## src/rtl/mem_port_arbiter_pkg.sv

```systemverilog
// rtl/mem_port_arbiter_pkg.sv - shared types and constants for the fetch/load-store memory port arbiter
package mem_port_arbiter_pkg;

    typedef enum logic [1:0] {
        ST_IDLE = 2'd0,
        ST_BUSY = 2'd1,
        ST_RESP = 2'd2
    } arb_state_e;

    typedef enum logic {
        OWN_IF = 1'b0,
        OWN_D  = 1'b1
    } owner_e;

    localparam logic [2:0] F3_B  = 3'b000;
    localparam logic [2:0] F3_H  = 3'b001;
    localparam logic [2:0] F3_W  = 3'b010;
    localparam logic [2:0] F3_BU = 3'b100;
    localparam logic [2:0] F3_HU = 3'b101;

endpackage

```

## src/rtl/mem_lane_align.sv

```systemverilog
// rtl/mem_lane_align.sv - byte-lane steering for stores and lane select/extension for loads
module mem_lane_align
    import mem_port_arbiter_pkg::*;
(
    input  logic        req_we_i,
    input  logic [2:0]  req_func3_i,
    input  logic [1:0]  req_addr_lo_i,
    input  logic [31:0] req_wdata_i,
    output logic [3:0]  req_be_o,
    output logic [31:0] req_wdata_o,
    output logic        req_misaligned_o,
    input  logic [2:0]  ld_func3_i,
    input  logic [1:0]  ld_addr_lo_i,
    input  logic [31:0] ld_rdata_i,
    output logic [31:0] ld_data_o
);

    // 0 = byte, 1 = half, 2 = word
    logic [1:0]  req_size;
    logic [31:0] ld_shifted;

    always_comb begin
        req_size = 2'd2;
        if (req_we_i) begin
            case (req_func3_i)
                F3_B:    req_size = 2'd0;
                F3_H:    req_size = 2'd1;
                default: req_size = 2'd2;
            endcase
        end else begin
            case (req_func3_i)
                F3_B, F3_BU: req_size = 2'd0;
                F3_H, F3_HU: req_size = 2'd1;
                default:     req_size = 2'd2;
            endcase
        end
    end

    always_comb begin
        req_misaligned_o = 1'b0;
        req_be_o         = 4'b1111;
        req_wdata_o      = 32'd0;
        case (req_size)
            2'd0: req_misaligned_o = 1'b0;
            2'd1: req_misaligned_o = req_addr_lo_i[0];
            default: req_misaligned_o = |req_addr_lo_i;
        endcase
        if (req_we_i) begin
            case (req_size)
                2'd0: begin
                    req_be_o    = 4'b0001 << req_addr_lo_i;
                    req_wdata_o = {4{req_wdata_i[7:0]}};
                end
                2'd1: begin
                    req_be_o    = 4'b0011 << {req_addr_lo_i[1], 1'b0};
                    req_wdata_o = {2{req_wdata_i[15:0]}};
                end
                default: begin
                    req_be_o    = 4'b1111;
                    req_wdata_o = req_wdata_i;
                end
            endcase
        end
    end

    assign ld_shifted = ld_rdata_i >> {ld_addr_lo_i, 3'b000};

    always_comb begin
        ld_data_o = ld_rdata_i;
        case (ld_func3_i)
            F3_B:    ld_data_o = {{24{ld_shifted[7]}}, ld_shifted[7:0]};
            F3_BU:   ld_data_o = {24'd0, ld_shifted[7:0]};
            F3_H:    ld_data_o = {{16{ld_shifted[15]}}, ld_shifted[15:0]};
            F3_HU:   ld_data_o = {16'd0, ld_shifted[15:0]};
            F3_W:    ld_data_o = ld_rdata_i;
            default: ld_data_o = ld_rdata_i;
        endcase
    end

endmodule

```

## src/rtl/mem_port_arbiter.sv

```systemverilog
// rtl/mem_port_arbiter.sv - shares one variable-latency memory port between fetch and load/store; ARB_ROUND_ROBIN_EN selects round-robin grant
module mem_port_arbiter
    import mem_port_arbiter_pkg::*;
#(
    parameter int ADDR_W   = 32,
    parameter int MAX_WAIT = 15
) (
    input  logic              clk,
    input  logic              rst,
    input  logic              if_req,
    input  logic [ADDR_W-1:0] if_addr,
    output logic              if_valid,
    output logic [31:0]       if_rdata,
    output logic              if_err,
    input  logic              d_req,
    input  logic              d_we,
    input  logic [ADDR_W-1:0] d_addr,
    input  logic [31:0]       d_wdata,
    input  logic [2:0]        d_func3,
    output logic              d_valid,
    output logic [31:0]       d_rdata,
    output logic              d_err,
    output logic              m_req,
    output logic              m_we,
    output logic [ADDR_W-1:0] m_addr,
    output logic [3:0]        m_be,
    output logic [31:0]       m_wdata,
    input  logic              m_ready,
    input  logic [31:0]       m_rdata,
    output logic              stall
);

    localparam int CNT_W = (MAX_WAIT < 2) ? 1 : $clog2(MAX_WAIT + 1);

    arb_state_e        state_q, state_d;
    owner_e            owner_q, owner_d;
    logic [2:0]        func3_q, func3_d;
    logic [1:0]        lane_q, lane_d;
    logic              m_req_q, m_req_d;
    logic              m_we_q, m_we_d;
    logic [ADDR_W-1:0] m_addr_q, m_addr_d;
    logic [3:0]        m_be_q, m_be_d;
    logic [31:0]       m_wdata_q, m_wdata_d;
    logic [31:0]       rdata_q, rdata_d;
    logic              err_q, err_d;
    logic [CNT_W-1:0]  wait_q, wait_d;
    logic [CNT_W-1:0]  wait_inc;

    logic              pick_data;
    logic              sel_we;
    logic [2:0]        sel_func3;
    logic [ADDR_W-1:0] sel_addr;
    logic [3:0]        al_be;
    logic [31:0]       al_wdata;
    logic              al_misaligned;
    logic [31:0]       al_ld_data;

`ifdef ARB_ROUND_ROBIN_EN
    owner_e            last_q, last_d;

    // On contention the data side only wins if fetch was granted last.
    assign pick_data = d_req & ~(if_req & (last_q == OWN_D));
`else
    assign pick_data = d_req;
`endif

    assign sel_we    = pick_data ? d_we    : 1'b0;
    assign sel_func3 = pick_data ? d_func3 : F3_W;
    assign sel_addr  = pick_data ? d_addr  : if_addr;
    assign wait_inc  = wait_q + CNT_W'(1);

    mem_lane_align u_align (
        .req_we_i         (sel_we),
        .req_func3_i      (sel_func3),
        .req_addr_lo_i    (sel_addr[1:0]),
        .req_wdata_i      (d_wdata),
        .req_be_o         (al_be),
        .req_wdata_o      (al_wdata),
        .req_misaligned_o (al_misaligned),
        .ld_func3_i       (func3_q),
        .ld_addr_lo_i     (lane_q),
        .ld_rdata_i       (m_rdata),
        .ld_data_o        (al_ld_data)
    );

    always_comb begin
        state_d   = state_q;
        owner_d   = owner_q;
        func3_d   = func3_q;
        lane_d    = lane_q;
        m_req_d   = m_req_q;
        m_we_d    = m_we_q;
        m_addr_d  = m_addr_q;
        m_be_d    = m_be_q;
        m_wdata_d = m_wdata_q;
        rdata_d   = rdata_q;
        err_d     = err_q;
        wait_d    = wait_q;
`ifdef ARB_ROUND_ROBIN_EN
        last_d    = last_q;
`endif
        case (state_q)
            ST_IDLE: begin
                if (if_req || d_req) begin
                    owner_d = pick_data ? OWN_D : OWN_IF;
                    func3_d = sel_func3;
                    lane_d  = sel_addr[1:0];
                    wait_d  = '0;
                    rdata_d = 32'd0;
`ifdef ARB_ROUND_ROBIN_EN
                    last_d  = pick_data ? OWN_D : OWN_IF;
`endif
                    if (al_misaligned) begin
                        err_d   = 1'b1;
                        state_d = ST_RESP;
                    end else begin
                        err_d     = 1'b0;
                        m_req_d   = 1'b1;
                        m_we_d    = sel_we;
                        m_addr_d  = {sel_addr[ADDR_W-1:2], 2'b00};
                        m_be_d    = al_be;
                        m_wdata_d = al_wdata;
                        state_d   = ST_BUSY;
                    end
                end
            end
            ST_BUSY: begin
                // m_ready takes precedence over a timeout landing in the same cycle.
                if (m_ready) begin
                    m_req_d = 1'b0;
                    err_d   = 1'b0;
                    state_d = ST_RESP;
                    if (owner_q == OWN_IF) begin
                        rdata_d = m_rdata;
                    end else if (m_we_q) begin
                        rdata_d = 32'd0;
                    end else begin
                        rdata_d = al_ld_data;
                    end
                end else if ((MAX_WAIT != 0) && (wait_inc == CNT_W'(MAX_WAIT))) begin
                    m_req_d = 1'b0;
                    err_d   = 1'b1;
                    rdata_d = 32'd0;
                    state_d = ST_RESP;
                end else begin
                    wait_d = wait_inc;
                end
            end
            ST_RESP: begin
                state_d = ST_IDLE;
            end
            default: begin
                state_d = ST_IDLE;
            end
        endcase
    end

    always_ff @(posedge clk or negedge rst) begin
        if (!rst) begin
            state_q   <= ST_IDLE;
            owner_q   <= OWN_IF;
            func3_q   <= 3'd0;
            lane_q    <= 2'd0;
            m_req_q   <= 1'b0;
            m_we_q    <= 1'b0;
            m_addr_q  <= '0;
            m_be_q    <= 4'd0;
            m_wdata_q <= 32'd0;
            rdata_q   <= 32'd0;
            err_q     <= 1'b0;
            wait_q    <= '0;
`ifdef ARB_ROUND_ROBIN_EN
            last_q    <= OWN_IF;
`endif
        end else begin
            state_q   <= state_d;
            owner_q   <= owner_d;
            func3_q   <= func3_d;
            lane_q    <= lane_d;
            m_req_q   <= m_req_d;
            m_we_q    <= m_we_d;
            m_addr_q  <= m_addr_d;
            m_be_q    <= m_be_d;
            m_wdata_q <= m_wdata_d;
            rdata_q   <= rdata_d;
            err_q     <= err_d;
            wait_q    <= wait_d;
`ifdef ARB_ROUND_ROBIN_EN
            last_q    <= last_d;
`endif
        end
    end

    assign m_req   = m_req_q;
    assign m_we    = m_we_q;
    assign m_addr  = m_addr_q;
    assign m_be    = m_be_q;
    assign m_wdata = m_wdata_q;

    assign if_valid = (state_q == ST_RESP) && (owner_q == OWN_IF);
    assign d_valid  = (state_q == ST_RESP) && (owner_q == OWN_D);
    assign if_rdata = (owner_q == OWN_IF) ? rdata_q : 32'd0;
    assign d_rdata  = (owner_q == OWN_D)  ? rdata_q : 32'd0;
    assign if_err   = err_q & (owner_q == OWN_IF);
    assign d_err    = err_q & (owner_q == OWN_D);

    assign stall = (if_req & ~if_valid) | (d_req & ~d_valid);

endmodule

```

## config.mk

```make
export PLATFORM = sky130hd
export DESIGN_NAME = mem_port_arbiter
export DESIGN_NICKNAME = d
export VERILOG_FILES = /design/src/rtl/mem_port_arbiter_pkg.sv /design/src/rtl/mem_lane_align.sv /design/src/rtl/mem_port_arbiter.sv
export SDC_FILE = /design/constraint.sdc
export NUM_CORES = 1
export LEC_CHECK = 0
export ABC_CLOCK_PERIOD_IN_PS = 2400
export CAP_MARGIN = 25
export CORE_ASPECT_RATIO = 0.75
export CORE_MARGIN = 3
export CORE_UTILIZATION = 43
export CTS_CLUSTER_DIAMETER = 50
export DETAILED_ROUTE_END_ITERATION = 8
export MAX_ROUTING_LAYER = met4
export PLACE_DENSITY = 0.79
export SETUP_SLACK_MARGIN = 0.5
export SLEW_MARGIN = 20
export SYNTH_ARGS = -nofsm -noshare
export SYNTH_HDL_FRONTEND = slang
export SYNTH_SLANG_ARGS = --single-unit
```

## constraint.sdc

```tcl
create_clock -name clk -period 2.4 [get_ports clk]
set_input_delay 0.48 -clock clk [delete_from_list [all_inputs] [get_ports clk]]
set_output_delay 0.48 -clock clk [all_outputs]
set_load 0.05 [all_outputs]
```

Yosys cells after proc, flatten, opt, wreduce, memory -nomap -nowiden
Cells that the tools add are included.
Operators by class
  eq/ne operators: 15
  $lt $le $gt $ge: 0
  div/mod/pow operators: 0
  bitwise gates (word level): 9
  multipliers: 0
  mux-type cells: 40
  add/sub/neg operators: 1
  reduce and logical (&&, ||, !) cells: 17
  shifts and indexed selects: 3
Operators with widths (count)
  32-bit two-way mux: 9
  32-bit case mux with 2 select lines: 2
  32-bit case mux with 4 select lines: 1
  32-bit by 5-bit >> shifter with 16-bit output: 1
  4-bit two-way mux: 4
  4-bit case mux with 2 select lines: 2
  3-bit equality test, second input constant: 4
  2-bit case mux with 2 select lines: 3
  1-bit two-way mux: 10
  2-bit two-way mux: 5
  2-bit != test, second input constant: 4
  4-bit AND reduction: 2
  3-bit by 1-bit equality test with 1-bit output, second input constant: 2
  3-bit logical NOT: 2
  1-bit case mux with 2 select lines: 3
  3-bit AND reduction: 2
  2-bit OR reduction: 3
  4-bit by 1-bit adder with 4-bit output, second input constant: 1
  1-bit bitwise AND: 4
  2-bit by 1-bit equality test with 1-bit output, second input constant: 2
  4-bit equality test, second input constant: 1
  2-bit logical NOT: 2
  1-bit NOT: 4
  2-bit AND reduction: 2
  other kinds (9): 10
Word-level totals
  bits in read-only memories: 0
  bits in writable memories: 0
  word-level logic and storage cells: 97
  bits in latches: 0
  bits of input ports: 137
  memories: 0
  flip-flop bits (word level): 113

Logic depth before layout (Yosys ltp)
  depth after elaboration: 10
  depth in mapped cells: 9

Modules after synthesis
From an unflattened synthesis, not the netlist that was laid out.
Unflattened totals
  cell total of the unflattened synthesis: 774
  area total of the unflattened synthesis: 6632.6 um2
By module, submodules not included
  mem_port_arbiter: times used 1, cells an instance 562, area an instance 5480.3 um2
  mem_lane_align: times used 1, cells an instance 212, area an instance 1152.4 um2

Worst setup path after synthesis
OpenSTA, ideal clock, no wires.
  path type: reg-to-output
  from: reg owner_q
  to: out stall
  path buffers: 2
  data arrival time: 2.673 ns
  cell stages (with the launch flop): 5
  slack: -0.753 ns
  cells stage by stage: dfrtp_1 > buf_6 > clkbuf_1 > nor3b_1 > o22ai_1
On the way
  cells in the longest elaborated chain, start to end: 5
Ends and longest elaborated chain
  from (decl): line mem_port_arbiter.sv:36  | owner_e owner_q, owner_d;
  from (signal assigned): line mem_port_arbiter.sv:177  | owner_q <= owner_d;
  1-bit NOT: line mem_port_arbiter.sv:200  | assign if_valid = (state_q == ST_RESP) && (owner_q == OWN_IF);
  1-bit logical AND: line mem_port_arbiter.sv:200
  via if_valid: line mem_port_arbiter.sv:12  | output logic if_valid,
  1-bit NOT: line mem_port_arbiter.sv:207  | assign stall = (if_req & ~if_valid) | (d_req & ~d_valid);
  1-bit bitwise AND: line mem_port_arbiter.sv:207
  1-bit OR: line mem_port_arbiter.sv:207
  to (decl): line mem_port_arbiter.sv:30  | output logic stall
The timed path passes the listed nets, and every way through them passes these cells.

Final worst setup path
  from: reg state_q[0]
  to: out stall
On the way
  cells in the longest elaborated chain, start to end: 5
Ends and longest elaborated chain
  from (decl): line mem_port_arbiter.sv:35  | arb_state_e state_q, state_d;
  from (signal assigned): line mem_port_arbiter.sv:176  | state_q <= state_d;
  2-bit equality test (*): line mem_port_arbiter.sv:200, mem_port_arbiter.sv:201
  1-bit logical AND, on equally long branches: line mem_port_arbiter.sv:200, mem_port_arbiter.sv:201
  1-bit NOT: line mem_port_arbiter.sv:207
  1-bit bitwise AND: line mem_port_arbiter.sv:207
  1-bit OR (*): line mem_port_arbiter.sv:207
Every way passes the cells marked *; elsewhere a longest branch is shown, timed or not.

==> metrics.txt <==
Area growth, synth to finish 67.7%; Comb pwr share 57.4%; H-tree depth 4; I/O Buffers 273; endpoints failing setup 0; clock power share 19.2%; Reg-to-Reg Start state_q[1]; register area share after synthesis 44.7%; CP Capture Type output pin; Syn Area/Cell 10.6 um2; CP top delay family flip-flops; drt wl/cell 20.5 um; critical path class reg -> out; die area 0.0162 mm2; overall routed net length 22400 um; Hold Path End func3_q[1]; max-cap violations 0; Async SR Flop Fraction 100%; area of the mapped netlist 0.00632 mm2; VDD IR-drop max 0.000846 V; outcome complete, no violations; initial antenna violation count 0; layout cells sized above 1 31.4%; NetSw 6.67 mW; setup_tns 0 ns; synth unique cells 53; Tightest Hold Check Type in -> reg; clock sinks 113; Worst Reg-to-Reg Cells 6; Core Area 0.0140 mm2; Die Ht 111 um; Worst Tran Pin Value 0.571 ns; worst skew pair latency 0.41 ns; Crit path buffers/inverters 1; Rows 37; CTS root buffer clkbuf_16; Total GRT Usage 27.4%; post-layout util 75.6%; R2R setup slack 0.53 ns; antenna viol nets, final 0; total power 14.3 mW; clk_skew 0.0112 ns; Largest stage delay, worst path 0.48 ns; Synth top area share 44.7%; Syn. warnings 0; stages on the worst setup path 3; most frequent cell after synthesis dfrtp_1; CP max-delay cell dfrtp_2; DP HPWL 16400 um; Period Utilization, post-route 82.0%; static leakage 4.64 nW; Reg clk slew, reported paths 0.05 ns; area leader, netlist dfrtp_1; crit path DAT 1.49 ns; diode count 0; vias in the first global route 6270; RR Endpoint rdata_q[17]; Sw Share 46.5%; drt pass-1 iters 6; Hold Startpoint d_func3[1]; largest cells by area after synthesis dfrtp_1, mux2_2, and2_1, a32o_1, inv_1; pin count of the biggest net entering global routing 66; CP Max Fanout 5; DRC 0; TritonCTS clock tree done; Final nets 1023; total number of vias 6151; critical-path cell list nor3b_4, o22ai_4, buf_12; I/O pin count 276; Max Slew Vio Count 0; internal power 7.66 mW; first-pass GRT wire length 34700 um; Max Fclk 508 MHz; CTS max path bufs 2; Post-synth EDFFs 0; hold path cells 2; gr ovfl total 0; global placer's final weighted congestion 0.923; Die X 146 um; final-report hold violation count 0; RSZ-0062 raised after global routing yes; vias per inst 5.63; relative slew slack 62.1%; Setup crit start kind register; 1st-iter DRT viols 475; main flop type after synthesis dfrtp_1; CTS Buf Count 17; Hold WS 0.422 ns; power share of the sequential group 23.4%; PwrDens 1350 mW/mm2; CP required 1.92 ns; initial cell density of the core 45.1%; #FFs+latches synth 113; Synth top cells by count dfrtp_1, mux2_2, inv_1; Final min period 1.97 ns; Cells after Synth 597
-- per-layer routing --
metal	part of all wire (%)	track usage, %	vias to the layer above
met3	6.7	6.33	48
met5	0	-	-
li1	-	-	2766
met4	2.1	7.08	0
met2	49	44.7	308
met1	42	34.9	3029
-- sequential cells by signal, indices dropped and copies added, names as in the netlist, 2 cells and up --
| register | flops |
|---|---|
| m_wdata | 32 |
| rdata_q | 32 |
| m_addr | 30 |
| m_be | 4 |
| wait_q | 4 |
| func3_q | 3 |
| lane_q | 2 |
| state_q | 2 |
-- cell usage in the layout (no fill, tap or decap), types with 4 or more instances in the layout --
master	netlist	final
clkbuf_16	0	18
nand3b_1	5	5
clkdlybuf4s50_1	0	129
nor2_1	33	19
dlygate4sd2_1	0	67
clkinv_2	0	4
a221o_1	8	8
nor2b_1	14	9
a31oi_1	11	11
dfrtp_2	0	4
buf_6	5	33
o221ai_1	14	13
nor2b_2	0	5
a21oi_1	21	19
a32oi_1	7	7
a32o_1	18	18
o221ai_2	10	11
and2_1	35	35
a22o_1	9	9
dlymetal6s2s_1	0	5
buf_12	0	43
o21ai_0	24	24
o32a_1	4	4
mux2i_1	12	11
bufinv_16	0	5
nor2_2	1	14
nand2_1	28	28
dfrtp_1	113	109
inv_1	42	40
mux2_2	76	76
buf_4	6	33
o2bb2ai_1	8	8
o22a_1	9	9
-- layout make-up --
| type | instances | area (um2) |
|---|---|---|
| Tap cell | 195 | 244 |
| Sequential cell | 113 | 2830 |
| Inverter | 43 | 161 |
| Fill cell | 942 | 3420 |
| Timing Repair Buffer | 315 | 3480 |
| Multi-Input combinational cell | 394 | 3250 |
| Clock buffer | 21 | 450 |
| Clock inverter | 11 | 185 |
-- worst max-delay path by stage --
stage / from / end / slack (ns)
2_1_floorplan: owner_q / if_rdata[15] / 0.32
3_3_place_gp: d_func3[2] / m_wdata[17] / 0.07
3_5_place_dp: d_func3[2] / m_wdata[18] / 0.02
4_1_cts: state_q[0] / stall / 0.41
5_1_grt: owner_q / d_rdata[5] / 0.37
6_report: state_q[0] / stall / 0.43
-- power groups by stage --
stage / combinational [mW] / clock (mW) / sequential, mW
final: 8.22 / 2.76 / 3.35
after floorplan: 3.38 / 0 / 4.97
after CTS: 7.95 / 2.79 / 3.35
after global placement: 7.98 / 0 / 3.34
after detailed placement: 8.11 / 0 / 3.38
after global routing: 8.59 / 2.88 / 3.46
-- through the flow --
stage | area [um2] | std cells | setup WS [ns]
floorplan | 6350 | 598 | 0.325
global placement | 9640 | 1048 | 0.0737
detailed placement | 9640 | 1048 | 0.0207
CTS | 10400 | 1083 | 0.411
global route | 10600 | 1092 | 0.374
finish | 10600 | 1092 | 0.433
-- kinds of logic after synthesis --
group,share of synthesized area (%)
flops,44.7
buf+inv,6.57
other cells,0.0593
simple gates,11.6
mux,15.8
compound gates,20.8
fa+ha+maj,0.396
-- timing repair --
action | CTS | global route
setup buffers | 2 | 7
hold buffers | 1 | 0
gates resized for setup | 111 | 49
cloned | 0 | 2
endpoints found under the setup margin | 222 | 157
pin swaps | 0 | 5
endpoints found under the hold margin | 12 | 0
(Power assumes the default switching activity.)
